==> config.mk <==
export PLATFORM = sky130hd
export DESIGN_NAME = viterbi_sched
export DESIGN_NICKNAME = d
export VERILOG_FILES = /design/src/rtl/viterbi_sched.sv
export SDC_FILE = /design/constraint.sdc
export NUM_CORES = 1
export LEC_CHECK = 0
export ABC_AREA = 1
export CAP_MARGIN = 20
export CORE_MARGIN = 2
export CORE_UTILIZATION = 55
export DETAILED_ROUTE_END_ITERATION = 7
export PLACE_DENSITY = 0.8
export SLEW_MARGIN = 20
export SYNTH_ARGS = -nofsm -noshare
export SYNTH_HDL_FRONTEND = slang
export SYNTH_SLANG_ARGS = --single-unit
==> constraint.sdc <==
create_clock -name clk -period 1.9 [get_ports clk]
set_clock_uncertainty 0.1 [all_clocks]
set_input_delay 0.57 -clock clk [delete_from_list [all_inputs] [get_ports clk]]
set_output_delay 0.57 -clock clk [all_outputs]
set_load 0.1 [all_outputs]
==> src/rtl/viterbi_sched.sv <==
// Sequencing controller for the rate-1/2 K=3 Viterbi datapath: paces symbol intake,
// drives ACS/survivor writes, and runs block traceback reads over the survivor ring.
module viterbi_sched #(
  parameter int TB_DEPTH = 16,
  parameter int ADDR_W   = 5
) (
  input  logic              clk,
  input  logic              rst,
  input  logic              start,
  input  logic              in_valid,
  input  logic              in_last,
  output logic              in_ready,
  output logic              acs_clr,
  output logic              acs_en,
  output logic              mem_wr_en,
  output logic [ADDR_W-1:0] mem_wr_addr,
  output logic              tb_rd_en,
  output logic [ADDR_W-1:0] tb_rd_addr,
  output logic              tb_first,
  output logic              tb_last,
  output logic              busy,
  output logic              frame_done
);

  localparam int CNT_W = $clog2(TB_DEPTH + 1);
  localparam logic [CNT_W-1:0]  DEPTH_C = CNT_W'(TB_DEPTH);
  localparam logic [CNT_W-1:0]  CNT_ONE = CNT_W'(1);
  localparam logic [ADDR_W-1:0] PTR_ONE = ADDR_W'(1);

  typedef enum logic [2:0] {
    S_IDLE, S_INIT, S_ACS, S_TRACE, S_DONE
  } state_t;

  state_t            state_q, state_d;
  logic [ADDR_W-1:0] wr_ptr_q, wr_ptr_d;
  logic [ADDR_W-1:0] tb_ptr_q, tb_ptr_d;
  logic [CNT_W-1:0]  step_cnt_q, step_cnt_d;
  logic [CNT_W-1:0]  tb_cnt_q, tb_cnt_d;
  logic [CNT_W-1:0]  tb_len_q, tb_len_d;
  logic              last_flag_q, last_flag_d;

  logic             accept;
  logic             blk_end;
  logic             tb_end;
  logic [CNT_W-1:0] step_inc;

  assign accept   = (state_q == S_ACS) & in_valid;
  assign step_inc = step_cnt_q + CNT_ONE;
  // A block closes on the pair that fills it or on the frame's last pair.
  assign blk_end  = accept & ((step_inc == DEPTH_C) | in_last);
  assign tb_end   = (state_q == S_TRACE) & (tb_cnt_q == (tb_len_q - CNT_ONE));

  always_comb begin
    state_d     = state_q;
    wr_ptr_d    = wr_ptr_q;
    tb_ptr_d    = tb_ptr_q;
    step_cnt_d  = step_cnt_q;
    tb_cnt_d    = tb_cnt_q;
    tb_len_d    = tb_len_q;
    last_flag_d = last_flag_q;
    unique case (state_q)
      S_IDLE: begin
        if (start) state_d = S_INIT;
      end
      S_INIT: begin
        wr_ptr_d   = '0;
        step_cnt_d = '0;
        state_d    = S_ACS;
      end
      S_ACS: begin
        if (accept) begin
          wr_ptr_d   = wr_ptr_q + PTR_ONE;
          step_cnt_d = step_inc;
          if (blk_end) begin
            // Traceback starts from the survivor entry written by this very pair.
            tb_ptr_d    = wr_ptr_q;
            tb_len_d    = step_inc;
            tb_cnt_d    = '0;
            last_flag_d = in_last;
            state_d     = S_TRACE;
          end
        end
      end
      S_TRACE: begin
        tb_ptr_d = tb_ptr_q - PTR_ONE;
        tb_cnt_d = tb_cnt_q + CNT_ONE;
        if (tb_end) begin
          if (last_flag_q) begin
            state_d = S_DONE;
          end else begin
            step_cnt_d = '0;
            state_d    = S_ACS;
          end
        end
      end
      S_DONE: begin
        state_d = S_IDLE;
      end
      default: begin
        state_d = S_IDLE;
      end
    endcase
  end

  always_ff @(posedge clk or posedge rst) begin
    if (rst) begin
      state_q     <= S_IDLE;
      wr_ptr_q    <= '0;
      tb_ptr_q    <= '0;
      step_cnt_q  <= '0;
      tb_cnt_q    <= '0;
      tb_len_q    <= '0;
      last_flag_q <= 1'b0;
    end else begin
      state_q     <= state_d;
      wr_ptr_q    <= wr_ptr_d;
      tb_ptr_q    <= tb_ptr_d;
      step_cnt_q  <= step_cnt_d;
      tb_cnt_q    <= tb_cnt_d;
      tb_len_q    <= tb_len_d;
      last_flag_q <= last_flag_d;
    end
  end

  assign in_ready    = (state_q == S_ACS);
  assign acs_clr     = (state_q == S_INIT);
  assign acs_en      = accept;
  assign mem_wr_en   = accept;
  assign mem_wr_addr = wr_ptr_q;
  assign tb_rd_en    = (state_q == S_TRACE);
  assign tb_rd_addr  = tb_ptr_q;
  assign tb_first    = (state_q == S_TRACE) & (tb_cnt_q == '0);
  assign tb_last     = tb_end;
  assign busy        = (state_q != S_IDLE);
  assign frame_done  = (state_q == S_DONE);

endmodule

==> run summary, run 1 <==
Reg-to-Reg Start = state_q[1]
Setup-failing EPs final = 33
PortBufs = 23
Mean number of vias per cell = 6.63
CTS clk-pin slew, worst paths = 0.13 ns
Clock sinks = 29
Fin crit period = 2.68 ns
CTS tree = built
Max Cap Viol = 0
Setup TNS = -5.97 ns
Pins Over Slew Limit = 0
Vias in the first global route = 1935
Post-Syn Instances = 238
Worst Hold End = state_q[2]
Critical path type = flip-flop to output pin
Mapped Nets = 250
Initial Util = 58.9%
R2R cell count = 15
Cell Area, Placed = 2490 um^2
Dpl hpwl = 3090 um
Total Wirelength = 8940 um
Synth Cell Area = 1830 um^2
Ys Warns = 0
Worst Hold Path Cells = 2
Rows = 20
Largest net degree at the start of global routing = 30
Critical Path Source Type = flip-flop
Area Overhead vs Synth = 62.4%
Most used cell, CP = nand2_1
Worst-Skew Late Latency = 0.37 ns
Share of layout cells above drive strength 1 = 45.0%
Gpl congestion = 0.839
Crit path DAT = 2.01 ns
Vias = 2427
Min-Delay Startpoint = last_flag_q
H-tree level count = 2
DIE AREA = 3800 um^2
Buffers plus inverters on the worst setup path = 4
Peak Freq = 373 MHz
Fin area = 2970 um^2
Element type at the critical path end = output pin
Async set-reset flop share out of synthesis = 100%
Part of the cycle the worst path needs = 141%
DR pass1 iterations = 6
WL/cell = 24.4 um
Antenna cell count = 0
Worst path cell trace = inv_2 > buf_4 > buf_4 > nand2_1 > nand2_1 > nor2_1 > nand2_1 > nor2_2 > nand2_2 > nor2_4 > buf_12
CP top delay family = simple AND/OR/NAND/NOR gates
DIE HEIGHT = 61.7 um
Num CTS Buffers = 5
Post-synth top flop = dfrtp_1
Register area share after synthesis = 39.7%
First-pass GRT wire length = 9270 um
CP max FO = 3
Initial DRC count = 395
Worst Hold Class = flip-flop to flip-flop
All-Layer GR Usage = 34.4%
Die W = 61.7 um
Hold Vio Cnt, Final = 0
Core Region = 3100 um^2
Avg Inst Size Synth = 7.68 um^2
Max_slew headroom = 72.6%
Slowest cell on crit path = dfrtp_1
R2R setup slack = -0.32 ns
CP required = 1.23 ns
Outcome = complete, but fails checks
Io pins = 24
Failing checks = negative setup slack
R2r endpoint = step_cnt_q[2]
Grt ovf = 0
CTS root buf = clkbuf_4
DRT antenna net count = 0
Initial antenna violation count = 0
Final worst setup slack = -0.781 ns
Slew at the pin closest to its max-slew limit = 0.411 ns
Drt drc = 0
Post-synth EDFFs = 0
Clock Tree Buf Depth = 2
Worst path max stage delay = 0.38 ns
RSZ-0062 raised after global routing = true
Flop and latch count out of synthesis = 29
Post-synthesis cell type count = 26
Nets = 333
==> worst max path at each step <==
stage	cells after the start	slack [ns]	to	start
floorplan	9	-0.33	tb_last	tb_len_q[0]
global placement	8	-0.24	tb_rd_addr[1]	in_valid
detailed placement	8	-0.28	tb_rd_addr[1]	in_valid
CTS	11	-0.56	tb_last	tb_len_q[0]
global route	11	-0.79	tb_last	tb_len_q[0]
finish	11	-0.78	tb_last	tb_len_q[0]
==> synthesized netlist by cell type, types with 2 or more instances <==
library cell	instances	area, um^2
nand2_1	75	282
inv_1	34	128
dfrtp_1	29	726
nor2_1	17	63.8
nand3_1	15	75.1
ha_1	7	87.6
o21ai_1	7	35.0
o21ai_2	7	61.3
inv_2	6	22.5
o21ai_0	6	30.0
nor3_1	5	25.0
a21oi_1	3	15.0
nand3_2	3	30.0
nand3_4	3	52.6
nand4_1	3	18.8
o22ai_2	3	37.5
buf_4	2	15.0
nand2_2	2	12.5
nand2_4	2	22.5
nor2_4	2	22.5
xor2_1	2	17.5
==> per-layer routing <==
layer  up-vias  share of wire (%)  GRT usage [%]
li1        922                  -              -
met1      1123                 33           42.1
met2       276                 44           58.9
met3       106                 13           8.61
met4         0                9.7           12.2
met5         -                  0              0
==> layout make-up <==
cell class,instances,area [um^2]
Clock buffer,7,65.1
Clock inverter,1,5.00
Fill cell,74,135
Inverter,40,163
Multi-Input combinational cell,167,1100
Sequential cell,29,729
Tap cell,44,55.1
Timing Repair Buffer,78,855
==> sequential cells by signal, summed over array words and instances (netlist names) <==
| name | cells |
|---|---|
| step_cnt_q | 5 |
| tb_rd_addr | 5 |
| state_q | 3 |
| last_flag_q | 1 |
| tb_cnt_q | 5 |
| tb_len_q | 5 |
| mem_wr_addr | 5 |
==> cells in the final DEF, fill, tap and decap left out, types with 2 or more instances in the layout <==
master	Yosys	routed
nand2_1	75	62
buf_4	2	49
inv_1	34	26
dfrtp_1	29	26
buf_12	1	19
nand3_1	15	13
nand2_2	2	13
nor2_1	17	13
inv_2	6	11
nand3_4	3	8
o21ai_2	7	7
o21ai_1	7	7
o21ai_0	6	6
buf_6	0	6
nor2_4	2	5
ha_1	7	5
clkbuf_4	0	5
nor3_1	5	4
nand4_1	3	3
a21oi_1	3	3
o22ai_2	3	3
clkdlybuf4s50_1	0	3
dfrtp_2	0	3
nand2_8	0	2
clkinvlp_4	0	2
nor2_2	1	2
nand2_4	2	2
xor2_1	2	2
ha_4	0	2
clkbuf_8	0	2
==> logic make-up (layout without fill, tap and decap cells) <==
logic type | after synthesis | in the layout | share of synthesized area [%]
xor+xnor | 3 | 3 | 1.44
flops | 29 | 29 | 39.7
simple gates | 128 | 129 | 33.4
buf+inv | 43 | 126 | 10.1
compound gates | 28 | 28 | 10.5
fa+ha+maj | 7 | 7 | 4.79
==> repair_timing <==
item	4_1_cts	5_1_grt
pin swaps	8	11
endpoints found under the setup margin	10	21
hold buffers	0	0
resized for setup	15	26
buffers inserted	18	16
cloned	0	1
==> metrics by stage <==
step                      setup WS, ns  hold WS [ns]  std cells  util [%]
after global placement          -0.237         0.397        325      80.2
after global routing            -0.793         0.514        366      95.6
after detailed placement        -0.285         0.396        325      80.2
after floorplan                 -0.331         0.364        238         -
final                           -0.781         0.513        366      95.6
after CTS                       -0.563         0.419        350      88.5
==> tightest hold or removal path, cell delays in order (launching register included) <==
cell and delay [ns]:
dfrtp_1 0.46, nand2_1 0.11, nor2_1 0.05
Power of run 1 is left out: the tool's default activity adds up to more than one toggle a clock period on the data nets, which glitch-free logic cannot reach.
==> run 2: changes to the inputs <==
--- a/config.mk
+++ b/config.mk
@@ -8,9 +8,8 @@
 export ABC_AREA = 1
 export CAP_MARGIN = 20
 export CORE_MARGIN = 2
-export CORE_UTILIZATION = 55
+export CORE_UTILIZATION = 42
 export DETAILED_ROUTE_END_ITERATION = 7
-export PLACE_DENSITY = 0.8
 export SLEW_MARGIN = 20
 export SYNTH_ARGS = -nofsm -noshare
 export SYNTH_HDL_FRONTEND = slang
==> run 2 against run 1 <==
  * Die area up 29%
  * Highest routed layer unchanged
  * Sequential share of layout area grew 0.96 points
  * Critical path depth is the same
  * Clock-buffer cell count unchanged
  * The flow still finishes with violations (negative setup slack)
  * Non-clock buffer count decreased by 12
==> run summary, run 2 (synthesis gave the netlist of run 1 again) <==
Post-CTS Hold Buffers = 0 (unchanged)
Share of layout cells above drive strength 1 = 39.5% (was 45.0%)
DRT antenna net count = 0 (unchanged)
Commonest non-fill, non-tap cell in the layout = nand2_1 (unchanged)
RSZ-0062 raised after global routing = true (unchanged)
Initial DRC count = 83 (was 395)
Max_slew headroom = 81.7% (was 72.6%)
CP max FO = 2 (was 3)
Part of the cycle the worst path needs = 123% (was 141%)
Slew at the pin closest to its max-slew limit = 0.273 ns (was 0.411 ns)
Initial Util = 44.7% (was 58.9%)
First-pass GRT wire length = 7360 um (was 9270 um)
Total Wirelength = 4590 um (was 8940 um)
H-tree level count = 2 (unchanged)
Failing checks = negative setup slack (unchanged)
Hold_ws = 0.403 ns (was 0.513 ns)
Crit path DAT = 1.67 ns (was 2.01 ns)
Peak Freq = 427 MHz (was 373 MHz)
Vias = 1726 (was 2427)
CTS tree = built (unchanged)
Gpl congestion = 0.876 (was 0.839)
Die W = 70.0 um (was 61.7 um)
Hold Vio Cnt, Final = 0 (unchanged)
PortBufs = 23 (unchanged)
Most frequent cells in the layout = nand2_1, buf_4, inv_1, dfrtp_1, buf_12 (unchanged)
Clock sinks = 29 (unchanged)
CTS root buf = clkbuf_8 (was clkbuf_4)
Nets = 321 (was 333)
WL/cell = 12.8 um (was 24.4 um)
Clock Tree Buf Depth = 2 (unchanged)
All-Layer GR Usage = 18.8% (was 34.4%)
Io pins = 24 (unchanged)
Fin crit period = 2.34 ns (was 2.68 ns)
DR pass1 iterations = 4 (was 6)
Largest net degree at the start of global routing = 30 (unchanged)
Critical path type = flip-flop to output pin (unchanged)
Dpl hpwl = 3070 um (was 3090 um)
Antenna cell count = 0 (unchanged)
Max Cap Viol = 0 (unchanged)
Rows = 23 (was 20)
Core Region = 4090 um^2 (was 3100 um^2)
Worst Hold Class = flip-flop to flip-flop (unchanged)
Outcome = complete, but fails checks (unchanged)
Critical Path Source Type = flip-flop (unchanged)
Area Overhead vs Synth = 56.5% (was 62.4%)
Initial antenna violation count = 0 (unchanged)
Filler cell count = 322 (was 74)
DIE AREA = 4900 um^2 (was 3800 um^2)
Grt ovf = 0 (unchanged)
Vias in the first global route = 1700 (was 1935)
CP required = 1.23 ns (about the same)
Worst-Skew Late Latency = 0.29 ns (was 0.37 ns)
Setup-failing EPs final = 13 (was 33)
Drt drc = 0 (unchanged)
CTS clk-pin slew, worst paths = 0.06 ns (was 0.13 ns)
DIE HEIGHT = 70.0 um (was 61.7 um)
Num CTS Buffers = 5 (unchanged)
Pins Over Slew Limit = 0 (unchanged)
Mean number of vias per cell = 4.81 (was 6.63)
Final worst setup slack = -0.443 ns (was -0.781 ns)
Element type at the critical path end = output pin (unchanged)
-- run 2: repair_timing --
action | CTS | global route
endpoints found under the setup margin | 9 | 24
endpoints found under the hold margin | 0 | 0
pin swaps | 6 | 7
buffers inserted | 9 | 10
cloned | 0 | 1
resized for setup | 11 | 16
-- run 2: final timing paths --
check                         startpoint  slack (ns)             to  cells past startpoint
setup reg to reg             tb_len_q[0]       -0.07  step_cnt_q[2]                     16
max in group asynchronous            rst        0.99  tb_rd_addr[1]                      3
hold reg to reg            step_cnt_q[4]        0.40  step_cnt_q[4]                      2
setup / recovery             tb_len_q[0]       -0.44        tb_last                     11
hold / removal             step_cnt_q[4]        0.40  step_cnt_q[4]                      2
min in group asynchronous            rst        0.52  step_cnt_q[4]                      3
-- run 2: layout make-up --
cell class	count	area, um^2	share of cell area (%)
flip-flops and latches	29	731	25.5
multi-input cells	167	1030	36.1
well taps	50	62.6	2.19
repair buffers	66	774	27.1
inverters	40	175	6.12
clock buffers	7	86.3	3.02
-- run 2: metrics by stage --
| stage | setup TNS [ns] | utilization, % | worst slack, ns | cell area, um^2 | cells |
|---|---|---|---|---|---|
| detailed placement | -4.82 | 61.6 | -0.272 | 2520 | 332 |
| global placement | -4.25 | 61.6 | -0.241 | 2520 | 332 |
| global route | -3.05 | 70.0 | -0.572 | 2860 | 359 |
| finish | -1.39 | 70.0 | -0.443 | 2860 | 359 |
| CTS | -1.55 | 66.4 | -0.487 | 2710 | 348 |
| floorplan | -0.788 | - | -0.331 | 1880 | 238 |
-- run 2: critical path, cell delays in order, from the launching register on --
cell	delay (ns)
dfrtp_1	0.36
inv_2	0.06
ha_4	0.26
inv_2	0.03
nand2_1	0.04
nand2_1	0.04
nor2_1	0.08
nand2_1	0.06
nor2_2	0.09
nand2_2	0.08
nor2_4	0.11
buf_12	0.18
-- run 2: per-layer routing --
| metal | share of wire, % | up-vias | global-route usage (%) | routed length [um] |
|---|---|---|---|---|
| met2 | 48 | 31 | 29.8 | 2200 |
| met5 | 0 | - | 0 | 0 |
| li1 | - | 891 | - | - |
| met3 | 2.6 | 7 | 3.03 | 120 |
| met4 | 1.8 | 0 | 10.0 | 82 |
| met1 | 48 | 797 | 24.5 | 2180 |
Power of run 2 is left out for the same reason.
==> run 3: changes to the inputs <==
--- a/config.mk
+++ b/config.mk
@@ -7,7 +7,6 @@
 export LEC_CHECK = 0
 export ABC_AREA = 1
 export CAP_MARGIN = 20
-export CORE_MARGIN = 2
 export CORE_UTILIZATION = 42
 export DETAILED_ROUTE_END_ITERATION = 7
 export SLEW_MARGIN = 20
==> run 3 against run 2 <==
  * The run still ends with negative setup slack left
  * Fmax is 0.74% lower
  * Die area is 5.6% lower
  * Critical endpoint unchanged
  * Critical path depth stayed put
  * Register-to-register slack better by 0.06 ns
  * Final cell count is 1.4% lower
  * Non-clock buffer count is 5 lower
  * Critical path type unchanged
  * Flip-flop and latch count stayed put
  * Global-route usage is 2.7 points higher
==> run summary, run 3 (synthesis gave the netlist of run 1 again) <==
Crit path DAT = 1.69 ns (was 1.67 ns)
Cell Area, Placed = 2520 um^2 (about the same)
Core Region = 4090 um^2 (unchanged)
Most frequent cells in the layout = nand2_1, buf_4, inv_1, dfrtp_1, buf_12 (unchanged)
Fin crit period = 2.36 ns (was 2.34 ns)
Part of the cycle the worst path needs = 124% (was 123%)
Total Wirelength = 4470 um (was 4590 um)
Dpl hpwl = 3050 um (was 3070 um)
Clock sinks = 29 (unchanged)
Critical path type = flip-flop to output pin (unchanged)
Pins Over Slew Limit = 0 (unchanged)
DIE HEIGHT = 68.0 um (was 70.0 um)
Clock Tree Buf Depth = 2 (unchanged)
Max Cap Viol = 0 (unchanged)
Element type at the critical path end = output pin (unchanged)
DR pass1 iterations = 4 (unchanged)
Post-CTS Hold Buffers = 0 (unchanged)
Max_slew headroom = 81.8% (was 81.7%)
R2r endpoint = tb_rd_addr[3] (was step_cnt_q[2])
All-Layer GR Usage = 21.5% (was 18.8%)
Setup-failing EPs final = 12 (was 13)
CP required = 1.23 ns (about the same)
Gpl congestion = 0.826 (was 0.876)
Final worst setup slack = -0.461 ns (was -0.443 ns)
Num CTS Buffers = 5 (unchanged)
Dpl cells = 333 (was 332)
CTS clk-pin slew, worst paths = 0.07 ns (was 0.06 ns)
Initial Util = 44.7% (unchanged)
Reg-to-Reg Start = state_q[0] (was tb_len_q[0])
Fin area = 2840 um^2 (was 2860 um^2)
Final Non-Filler Cells = 354 (was 359)
CP max FO = 2 (unchanged)
CTS root buf = clkbuf_8 (unchanged)
Vias in the first global route = 1560 (was 1700)
Worst setup endpoint = tb_last (unchanged)
Vias = 1690 (was 1726)
PortBufs = 23 (unchanged)
Critical Path Source Type = flip-flop (unchanged)
DRT antenna net count = 0 (unchanged)
Commonest non-fill, non-tap cell in the layout = nand2_1 (unchanged)
Peak Freq = 424 MHz (was 427 MHz)
Hold Vio Cnt, Final = 0 (unchanged)
Failing checks = negative setup slack (unchanged)
Rows = 23 (unchanged)
Area Overhead vs Synth = 55.4% (was 56.5%)
Slew at the pin closest to its max-slew limit = 0.273 ns (about the same)
Critical Path Source = tb_len_q[0] (unchanged)
Largest net degree at the start of global routing = 30 (unchanged)
CTS tree = built (unchanged)
R2R cell count = 9 (was 16)
Nets = 315 (was 321)
Die W = 68.0 um (was 70.0 um)
Io pins = 24 (unchanged)
Initial DRC count = 70 (was 83)
H-tree level count = 2 (unchanged)
Worst Hold Class = flip-flop to flip-flop (unchanged)
DIE AREA = 4620 um^2 (was 4900 um^2)
R2R setup slack = -0.01 ns (was -0.07 ns)
Initial antenna violation count = 0 (unchanged)
Share of layout cells above drive strength 1 = 39.1% (was 39.5%)
Outcome = complete, but fails checks (unchanged)
RSZ-0062 raised after global routing = true (unchanged)
First-pass GRT wire length = 7230 um (was 7360 um)
Mean number of vias per cell = 4.77 (was 4.81)
Grt ovf = 0 (unchanged)
Worst-Skew Late Latency = 0.28 ns (was 0.29 ns)
Antenna cell count = 0 (unchanged)
Filler cell count = 336 (was 322)
Drt drc = 0 (unchanged)
WL/cell = 12.6 um (was 12.8 um)
==> run 3: cell types whose count changed in the layout (fill, tap and decap cells not counted), moves of 2 or more <==
cell / previous run / this run
buf_6: 2 / 6
inv_2: 8 / 10
nand2_4: 2 / 4
buf_4: 39 / 31
nand2_1: 69 / 67
==> run 3: worst max-delay path: stages, from the launching register on <==
cell     delay, ns
dfrtp_1       0.35
inv_2         0.06
ha_4          0.26
inv_2         0.03
nand2_1       0.04
nand2_1       0.04
nor2_1        0.08
nand2_1       0.05
nor2_1        0.11
nand2_2       0.09
nor2_4        0.12
buf_12        0.18
==> run 3: how the worst min path moves through the flow <==
stage / from / to / cells after the start / slack (ns)
after floorplan: step_cnt_q[4] / step_cnt_q[4] / 2 / 0.36
after global placement: step_cnt_q[4] / step_cnt_q[4] / 2 / 0.38
after detailed placement: step_cnt_q[4] / step_cnt_q[4] / 2 / 0.39
after CTS: step_cnt_q[4] / step_cnt_q[4] / 2 / 0.40
after global routing: step_cnt_q[4] / step_cnt_q[4] / 2 / 0.45
final: step_cnt_q[4] / step_cnt_q[4] / 2 / 0.41
==> run 3: stage by stage <==
stage          utilization, %  TNS (ns)  hold WS [ns]  worst slack, ns
4_1_cts                  67.7     -1.25         0.402           -0.487
3_3_place_gp             61.8     -4.54         0.377           -0.243
6_report                 69.5     -1.54         0.413           -0.461
3_5_place_dp             61.8     -4.90         0.386           -0.270
5_1_grt                  69.5     -3.44         0.446           -0.597
2_1_floorplan               -    -0.788         0.364           -0.331
==> run 3: metal layers <==
layer / global-route usage [%] / wire length [um] / vias up
li1: - / - / 883
met1: 29.1 / 2170 / 780
met2: 33.1 / 2150 / 25
met3: 5.17 / 113 / 2
met4: 7.81 / 28 / 0
met5: 0 / 0 / -
==> run 3: area by class of cell <==
class | count | area, um^2 | area share, %
Inverter | 40 | 163 | 5.72
Clock inverter | 1 | 30.0 | 1.06
Timing Repair Buffer | 61 | 739 | 26.0
Multi-Input combinational cell | 166 | 1030 | 36.3
Clock buffer | 7 | 86.3 | 3.04
Sequential cell | 29 | 729 | 25.7
Tap cell | 50 | 62.6 | 2.20
==> run 3: timing repair <==
action / CTS / global route
gates resized for setup: 8 / 23
buffers inserted: 13 / 3
cloned: 0 / 0
setup endpoints to repair: 9 / 21
pin swaps: 8 / 7
Power of run 3 is left out for the same reason.
